### src/rtl/ifu.sv
// Instruction fetch unit: owns the fetch PC and keeps one instruction-memory
// request outstanding at a time. The fetched word is held for decode behind
// a valid/ready handshake. Execute/branch redirects are accepted in any state.
// Optional feature macro: YSYX_23060251_IFU_MISALIGN_CHECK_EN. When it is
// defined, a PC that is not word aligned faults locally and no memory request
// is issued.
module ifu #(
  parameter int              PC_W     = 64,
  parameter int              INST_W   = 32,
  parameter logic [PC_W-1:0] RESET_PC = PC_W'('h8000_0000)
) (
  input  logic              clk,
  input  logic              rst,
  output logic              imem_req_valid_o,
  input  logic              imem_req_ready_i,
  output logic [PC_W-1:0]   imem_addr_o,
  input  logic              imem_resp_valid_i,
  input  logic [INST_W-1:0] imem_rdata_i,
  input  logic              imem_err_i,
  output logic              inst_valid_o,
  input  logic              inst_ready_i,
  output logic [INST_W-1:0] inst_o,
  output logic [PC_W-1:0]   pc_o,
  output logic              fault_o,
  input  logic              redirect_i,
  input  logic [PC_W-1:0]   redirect_pc_i
);

  typedef enum logic [1:0] {IDLE, REQ, WAIT, OUT} state_t;

  state_t            state, state_n;
  logic [PC_W-1:0]   pc, pc_n;
  logic              drop, drop_n;
  logic [INST_W-1:0] inst_q, inst_n;
  logic [PC_W-1:0]   pco_q, pco_n;
  logic              fault_q, fault_n;
  logic              misalign;
  logic              req_fire;

  // Misaligned PCs fault locally only when the check is built in.
`ifdef YSYX_23060251_IFU_MISALIGN_CHECK_EN
  assign misalign = |pc[1:0];
`else
  assign misalign = 1'b0;
`endif

  assign req_fire = imem_req_valid_o && imem_req_ready_i;

  // State, PC, drop flag and the registered decode-side outputs.
  always_ff @(posedge clk or posedge rst) begin
    if (rst) begin
      state   <= IDLE;
      pc      <= RESET_PC;
      drop    <= 1'b0;
      inst_q  <= '0;
      pco_q   <= RESET_PC;
      fault_q <= 1'b0;
    end else begin
      state   <= state_n;
      pc      <= pc_n;
      drop    <= drop_n;
      inst_q  <= inst_n;
      pco_q   <= pco_n;
      fault_q <= fault_n;
    end
  end

  // Next state. A redirect beats every other event. A request that is already
  // accepted cannot be recalled, so its response is marked for discard.
  always_comb begin
    state_n = state;
    pc_n    = pc;
    drop_n  = drop;
    inst_n  = inst_q;
    pco_n   = pco_q;
    fault_n = fault_q;
    case (state)
      IDLE: begin
        state_n = REQ;
        if (redirect_i) pc_n = redirect_pc_i;
      end
      REQ: begin
        if (redirect_i) begin
          pc_n = redirect_pc_i;
          if (req_fire) begin
            state_n = WAIT;
            drop_n  = 1'b1;
          end
        end else if (misalign) begin
          state_n = OUT;
          inst_n  = '0;
          fault_n = 1'b1;
          pco_n   = pc;
        end else if (req_fire) begin
          state_n = WAIT;
        end
      end
      WAIT: begin
        if (redirect_i) begin
          pc_n = redirect_pc_i;
          if (imem_resp_valid_i) begin
            state_n = REQ;
            drop_n  = 1'b0;
          end else begin
            drop_n  = 1'b1;
          end
        end else if (imem_resp_valid_i) begin
          if (drop) begin
            drop_n  = 1'b0;
            state_n = REQ;
          end else begin
            inst_n  = imem_err_i ? '0 : imem_rdata_i;
            fault_n = imem_err_i;
            pco_n   = pc;
            state_n = OUT;
          end
        end
      end
      OUT: begin
        if (redirect_i) begin
          pc_n    = redirect_pc_i;
          state_n = REQ;
        end else if (inst_ready_i) begin
          pc_n    = pc + PC_W'(4);
          state_n = REQ;
        end
      end
      default: state_n = IDLE;
    endcase
  end

  // Handshake outputs decoded from the state. The address follows the PC, so
  // it stays stable while a request waits for ready.
  always_comb begin
    imem_req_valid_o = (state == REQ) && !misalign;
    imem_addr_o      = pc;
    inst_valid_o     = (state == OUT);
    inst_o           = inst_q;
    pc_o             = pco_q;
    fault_o          = fault_q;
  end

endmodule

### config.mk
export PLATFORM = sky130hd
export DESIGN_NAME = ifu
export DESIGN_NICKNAME = d
export VERILOG_FILES = /design/src/rtl/ifu.sv
export SDC_FILE = /design/constraint.sdc
export NUM_CORES = 1
export LEC_CHECK = 0
export ABC_CLOCK_PERIOD_IN_PS = 10500
export CORE_MARGIN = 2
export CORE_UTILIZATION = 50
export DETAILED_ROUTE_END_ITERATION = 10
export PLACE_DENSITY = 0.86
export SLEW_MARGIN = 10
export SYNTH_ARGS = -nofsm -noshare
export SYNTH_HDL_FRONTEND = slang
export SYNTH_SLANG_ARGS = --single-unit
### constraint.sdc
create_clock -name clk -period 10.5 [get_ports clk]
set_input_delay 2.625 -clock clk [delete_from_list [all_inputs] [get_ports clk]]
set_output_delay 2.625 -clock clk [all_outputs]
set_load 0.005 [all_outputs]
Word level (Yosys, flattened, before mapping)
Index checks and enable logic that the tools add are counted.
- flip-flop bits (word level): 164
- bits in latches: 0
- RAM bits: 0
- memory bits (read-only): 0
- input bits: 103
- logic and storage cells: 45
- memories kept: 0
- $add $sub $neg: 1
- multipliers: 0
- div/mod/pow operators: 0
- magnitude comparators: 0
- equality and inequality tests: 9
- shift operators: 0
- mux-type cells: 19
- bitwise operators: 2
- reductions and logical operators: 8
- operator list (cell ; number):
    2-to-1 mux 64 bit ; 3
    one-hot mux 64 bit (2 select lines) ; 1
    adder 64 x 3 -> 64 bit, second input constant ; 1
    2-to-1 mux 32 bit ; 1
    2-to-1 mux 2 bit ; 7
    one-hot mux 2 bit (4 select lines) ; 1
    AND reduction 4 bit ; 2
    != test 2 x 1 -> 1 bit, second input constant ; 3
    2-to-1 mux 1 bit ; 5
    equality test 2 bit, second input constant ; 2
    != test 3 x 1 -> 1 bit, second input constant ; 1
    != test 3 bit, second input constant ; 1
    AND reduction 3 bit ; 1
    OR reduction 3 bit ; 1
    equality test 2 x 1 -> 1 bit, second input constant ; 1
    logical NOT 2 bit ; 1
    != test 2 bit, second input constant ; 1
    inverter 1 bit ; 2
    one-hot mux 1 bit (2 select lines) ; 1
    AND reduction 2 bit ; 1
    nonzero test 2 bit ; 1
    logical AND 1 bit ; 1

Longest topological paths before layout
- depth after elaboration: 5
- mapped depth: 11
- mapped depth without buffers: 7

Worst setup path before layout
OpenSTA, ideal clock, no wires.
- path type: input-to-reg
- start: input inst_ready_i
- end: register pc[33], in the netlist imem_addr_o[33]
- data arrival time: 3.929 ns
- slack: 6.433 ns
- cell stages on the path: 6
- buffers on the path: 2
- path through: nand2b_1 a21oi_1 clkbuf_1 buf_1 nor2_1 a2bb2oi_1
- cells in the longest elaborated chain, start to end: 2
- RTL lines (element ; RTL line ; RTL):
    from (decl) ; 21 ; input logic inst_ready_i,
    != test 3 x 1 -> 1 bit (no line) ; -- ;
    AND reduction 2 bit (no line) ; -- ;
    to (signal assigned) ; 60 ; pc <= pc_n;
    to (decl) ; 32 ; logic [PC_W-1:0] pc, pc_n;
Every way passes these cells.
A chain may end at the register's enable or synchronous reset.

Worst setup path in the final report
- start: input redirect_i
- end: register pc[60], in the netlist imem_addr_o[60]
- cells in the longest elaborated chain, start to end: 2
- elaborated cells on any way between the ends: 5
- those cells by class: eq/ne (2); mux (2); reduce/logical (1)
- RTL lines (element ; RTL line ; RTL):
    from (decl) ; 25 ; input logic redirect_i,
    2-to-1 mux 64 bit, or another cell as far along ; 120 ; if (redirect_i) begin
    one-hot mux 64 bit (2 select lines) / AND reduction 2 bit (equally long branches) ; -- ;
Several ways; a longest one is shown, not always the timed one.

==> impl.org <==
** Floorplan
- The die covers roughly 17,000 um2.
- The floorplan step defined a core boundary enclosing 15,800 um2.
- Initial Utilization :: 0.511
- Measured along the x axis, the die boundary spans 131 um.
- Vertical extent of the die :: 131 um
- After floorplanning, the core was divided into 46 placement rows.
- During I/O placement, the number of pins put on the boundary was about 270.

** Clock tree
- Max H-tree Level :: 4
- Count of cells resized by post-cts repair :: 0
- After clock tree synthesis, the clock-pin slew on the worst setup and hold paths is 0.07 ns.
- The tree built by TritonCTS fans out to 164 sinks.
- Buffers from clock root to sink, at most :: 2
- Hold repair after CTS inserted 0 buffers.
- Clock tree from TritonCTS :: built
- TritonCTS created 17 clock buffers.
- For the worst-skew pair, the clock arrives at the later sink with an insertion delay of 0.43 ns.
- Clock tree root driver cell :: sky130_fd_sc_hd__clkbuf_16
- Postcts setup bufs :: 0

** Placed design
- At the placement stage, the worst setup path has a slack of 4.92 ns.
- GP Congestion :: ~0.9
- Port buffering added 265 buffers.
- The placed instances occupy a cell area of 10,800 um2.
- Counting tap cells, the placed design contains a total of 1,255 instances.
- Half-perimeter wire length of the detailed placement result :: 17,300 um

** GRT
- Maximum number of pins on one net before global-route repair :: 109
- The first global-routing pass estimated just under 40,000 um of wire.
- Global-route congestion overflow total :: 0
- Across every metal layer, demand over resource in global routing totals 0.286.
- Via count of the first global-routing pass :: 7,262
- The number of antenna violations at the first check in global routing came to 0.

** Timing
- Sum Neg Setup Slack :: 0 ns
- The total count of hold-check failures in the final report was 0.
- Across the routed clock network, the largest skew measured is 0.00837 ns.
- Final Max Slew Viols :: 0
- On the final layout, the worst hold slack is 0.478 ns.
- Share of the cycle needed by the critical path after routing :: 0.498
- Peak Freq :: 0.191 GHz
- The worst path in the final design needs a cycle of 5.23 ns, including I/O delays and setup.
- Worst slew margin relative to its limit :: 0.312
- Fin worst setup slack :: between 5 and 6 ns
- Setup violations remaining at the end of the flow were counted as 0.
- Unrepaired setup endpoints after global routing :: false
- Worst-Margin Slew :: 1.03 ns

** Flow run
- Max-Cap Viols :: 0

** Worst setup path
- STA classifies the critical path startpoint as a primary input.
- Category of the critical setup timing path :: in -> reg
- Of all nets on the critical path, the largest fanout is between 100 and 150.
- Capturing element type of the critical path :: flip-flop
- Crit path required time :: 10.86 ns
- Data arrives at the worst endpoint at 5.58 ns.

** Drt
- The detailed router placed 7,551 vias in this run.
- Once detail routing completed, the nets flagged for antenna violations numbered 0.
- For this block, the initial DRC count from the detailed router was 667.
- DRC :: 0
- Final routed wirelength across all metal layers :: 24,700 um
- Per-cell via count in the routed design :: 5.87
- Routed wire per std cell :: approximately 19 um
- TritonRoute pass-1 iters :: 7

** Synth
- Of the total synthesized cell area, the portion taken by full adders, half adders and majority gates is 0.00928.
- Post-Synthesis Mean Instance Area :: 9.84 um2
- Count of different cell masters after synthesis :: between 50 and 60
- Synthesis handed over a netlist of 822 instances.
- Largest family of logic cells by synthesized area :: simple AND/OR/NAND/NOR gates
- By count the netlist is led by sky130_fd_sc_hd__dfrtp_1, sky130_fd_sc_hd__nand2_1, sky130_fd_sc_hd__o21ai_0.
- Portion of the post-synthesis area used by sequential elements :: 0.508
- Share of synthesized area spent on multiplexers :: 0.0875
- After synthesis, the share of flip-flops with an asynchronous set or reset is 1.00.
- Leading cell type by number of instances after synthesis :: sky130_fd_sc_hd__dfrtp_1
- The cell area that synthesis handed to floorplanning was 8090 um2.
- Counting every net in the synthesized netlist gives 931.
- Of the post-synthesis cell area, the dominant cell type holds 0.501.
- Largest cells by area after synthesis :: sky130_fd_sc_hd__dfrtp_1, sky130_fd_sc_hd__mux2_2, sky130_fd_sc_hd__o21ai_0
- In the synthesized netlist the dominant register cell turns out to be sky130_fd_sc_hd__dfrtp_1.
- Yosys top cell by area :: sky130_fd_sc_hd__dfrtp_1
- The compound-gate portion of the synthesized area came to 0.154.
- The Yosys step of the flow raised 0 warnings.
- Of the total synthesized cell area, the portion taken by AND, OR, NAND and NOR gates is 0.207.
- Of the total synthesized cell area, the portion taken by XOR and XNOR cells is 0.
- Post-synthesis register bit count :: 164
- The synthesized design contains 0 enable-type register cells.

** Power and ir drop
- For this design the ratio of total power to cell area is about 230 nW/um2.
- Summed over all cells, the static leakage comes to ~4.7 nW.
- Total power :: approximately 2.6 mW
- Maximum vdd drop :: 0.127 mV

** Cells and area
- Post-Layout Cell Count :: 1,287
- Post-route standard cell area excluding fillers :: 11,400 um2
- Final layout net count :: ~1.2k
- # diodes :: 0
- Area growth from synthesis to layout :: 41.3%
- In the final layout, the share of cells above drive strength 1 is 0.117.
- For this run, the share of the core covered by cells in the final layout is 0.722.
- Filler Cell Count :: roughly 1.1k

** Min path
- Hold Path Class :: reg -> reg

** Status
- The flow ran to the end, and the final reports show no timing, DRC or antenna violations.
final timing paths:
path                       startpoint              end  slack [ns]  cells past startpoint
max reg2reg                  state[0]  imem_addr_o[60]        7.33                      6
min reg2reg                inst_o[23]       inst_o[23]        0.48                      2
min in group asynchronous         rst       inst_o[22]        2.78                      2
max in group asynchronous         rst  imem_addr_o[36]        6.30                      3
max                        redirect_i  imem_addr_o[60]        5.27                      6
min                        inst_o[23]       inst_o[23]        0.48                      2
kinds of logic (layout without fill, tap and decap cells):
kind of cell               count (synthesis)  count (layout)
AOI/OAI and AO/OA                        212             212
adders and majority gates                  6               6
buffers and inverters                     63             312
DFF                                      164             164
muxes                                     63              63
and+or+nand+nor                          314             314
critical path: stages:
cell                              delay [ns]
sky130_fd_sc_hd__clkdlybuf4s50_1        0.57
sky130_fd_sc_hd__nor2b_4                0.16
sky130_fd_sc_hd__buf_4                  0.73
sky130_fd_sc_hd__nand2_1                0.65
sky130_fd_sc_hd__or4_1                  0.66
sky130_fd_sc_hd__nand3_1                0.09
final cells by class:
type / count / area (um2) / share of cell area
inverter: 8 / 35.0 / 0.00306
multi-input combinational: 595 / 3730 / 0.326
clock inverter: 14 / 149 / 0.0130
timing repair buffer: 272 / 2710 / 0.237
sequential: 164 / 4110 / 0.359
tap: 216 / 270 / 0.0236
clock buffer: 18 / 439 / 0.0384
routing by layer:
layer,vias up,part of all wire,track usage
li1,3470,-,-
met1,3630,0.41,0.378
met2,395,0.47,0.456
met3,56,0.080,0.0652
met4,0,0.034,0.120
met5,-,0,0
sequential cells by signal, summed over array words and instances (netlist names):
name and cells:
inst_o 32, pc_o 64, fault_o 1, imem_addr_o 64, state 2, drop 1
placed cells by master (no fill, tap or decap), drive strengths merged, types with 4 or more instances in the layout:
cell | synthesis | final
a211oi | 5 | 5
a21oi | 69 | 69
a2bb2oi | 7 | 7
a311oi | 4 | 4
a31oi | 5 | 5
and3 | 25 | 25
and4 | 10 | 10
buf | 12 | 7
clkbuf | 43 | 18
clkdlybuf4s50 | 0 | 265
clkinvlp | 0 | 4
dfrtp | 162 | 162
ha | 6 | 6
inv | 8 | 13
mux2 | 62 | 62
nand2 | 81 | 81
nand2b | 35 | 35
nand3 | 57 | 57
nand4 | 18 | 18
nor2 | 48 | 48
nor3 | 12 | 12
nor4 | 6 | 6
o211ai | 4 | 4
o21ai | 76 | 76
o22a | 9 | 9
o22ai | 16 | 16
or3 | 10 | 10
where the power goes:
group	internal, mW	switching, mW
combinational	0.584	0.365
sequential	0.848	0.223
clock	0.359	0.269
Power figures use the tool's default switching activity.
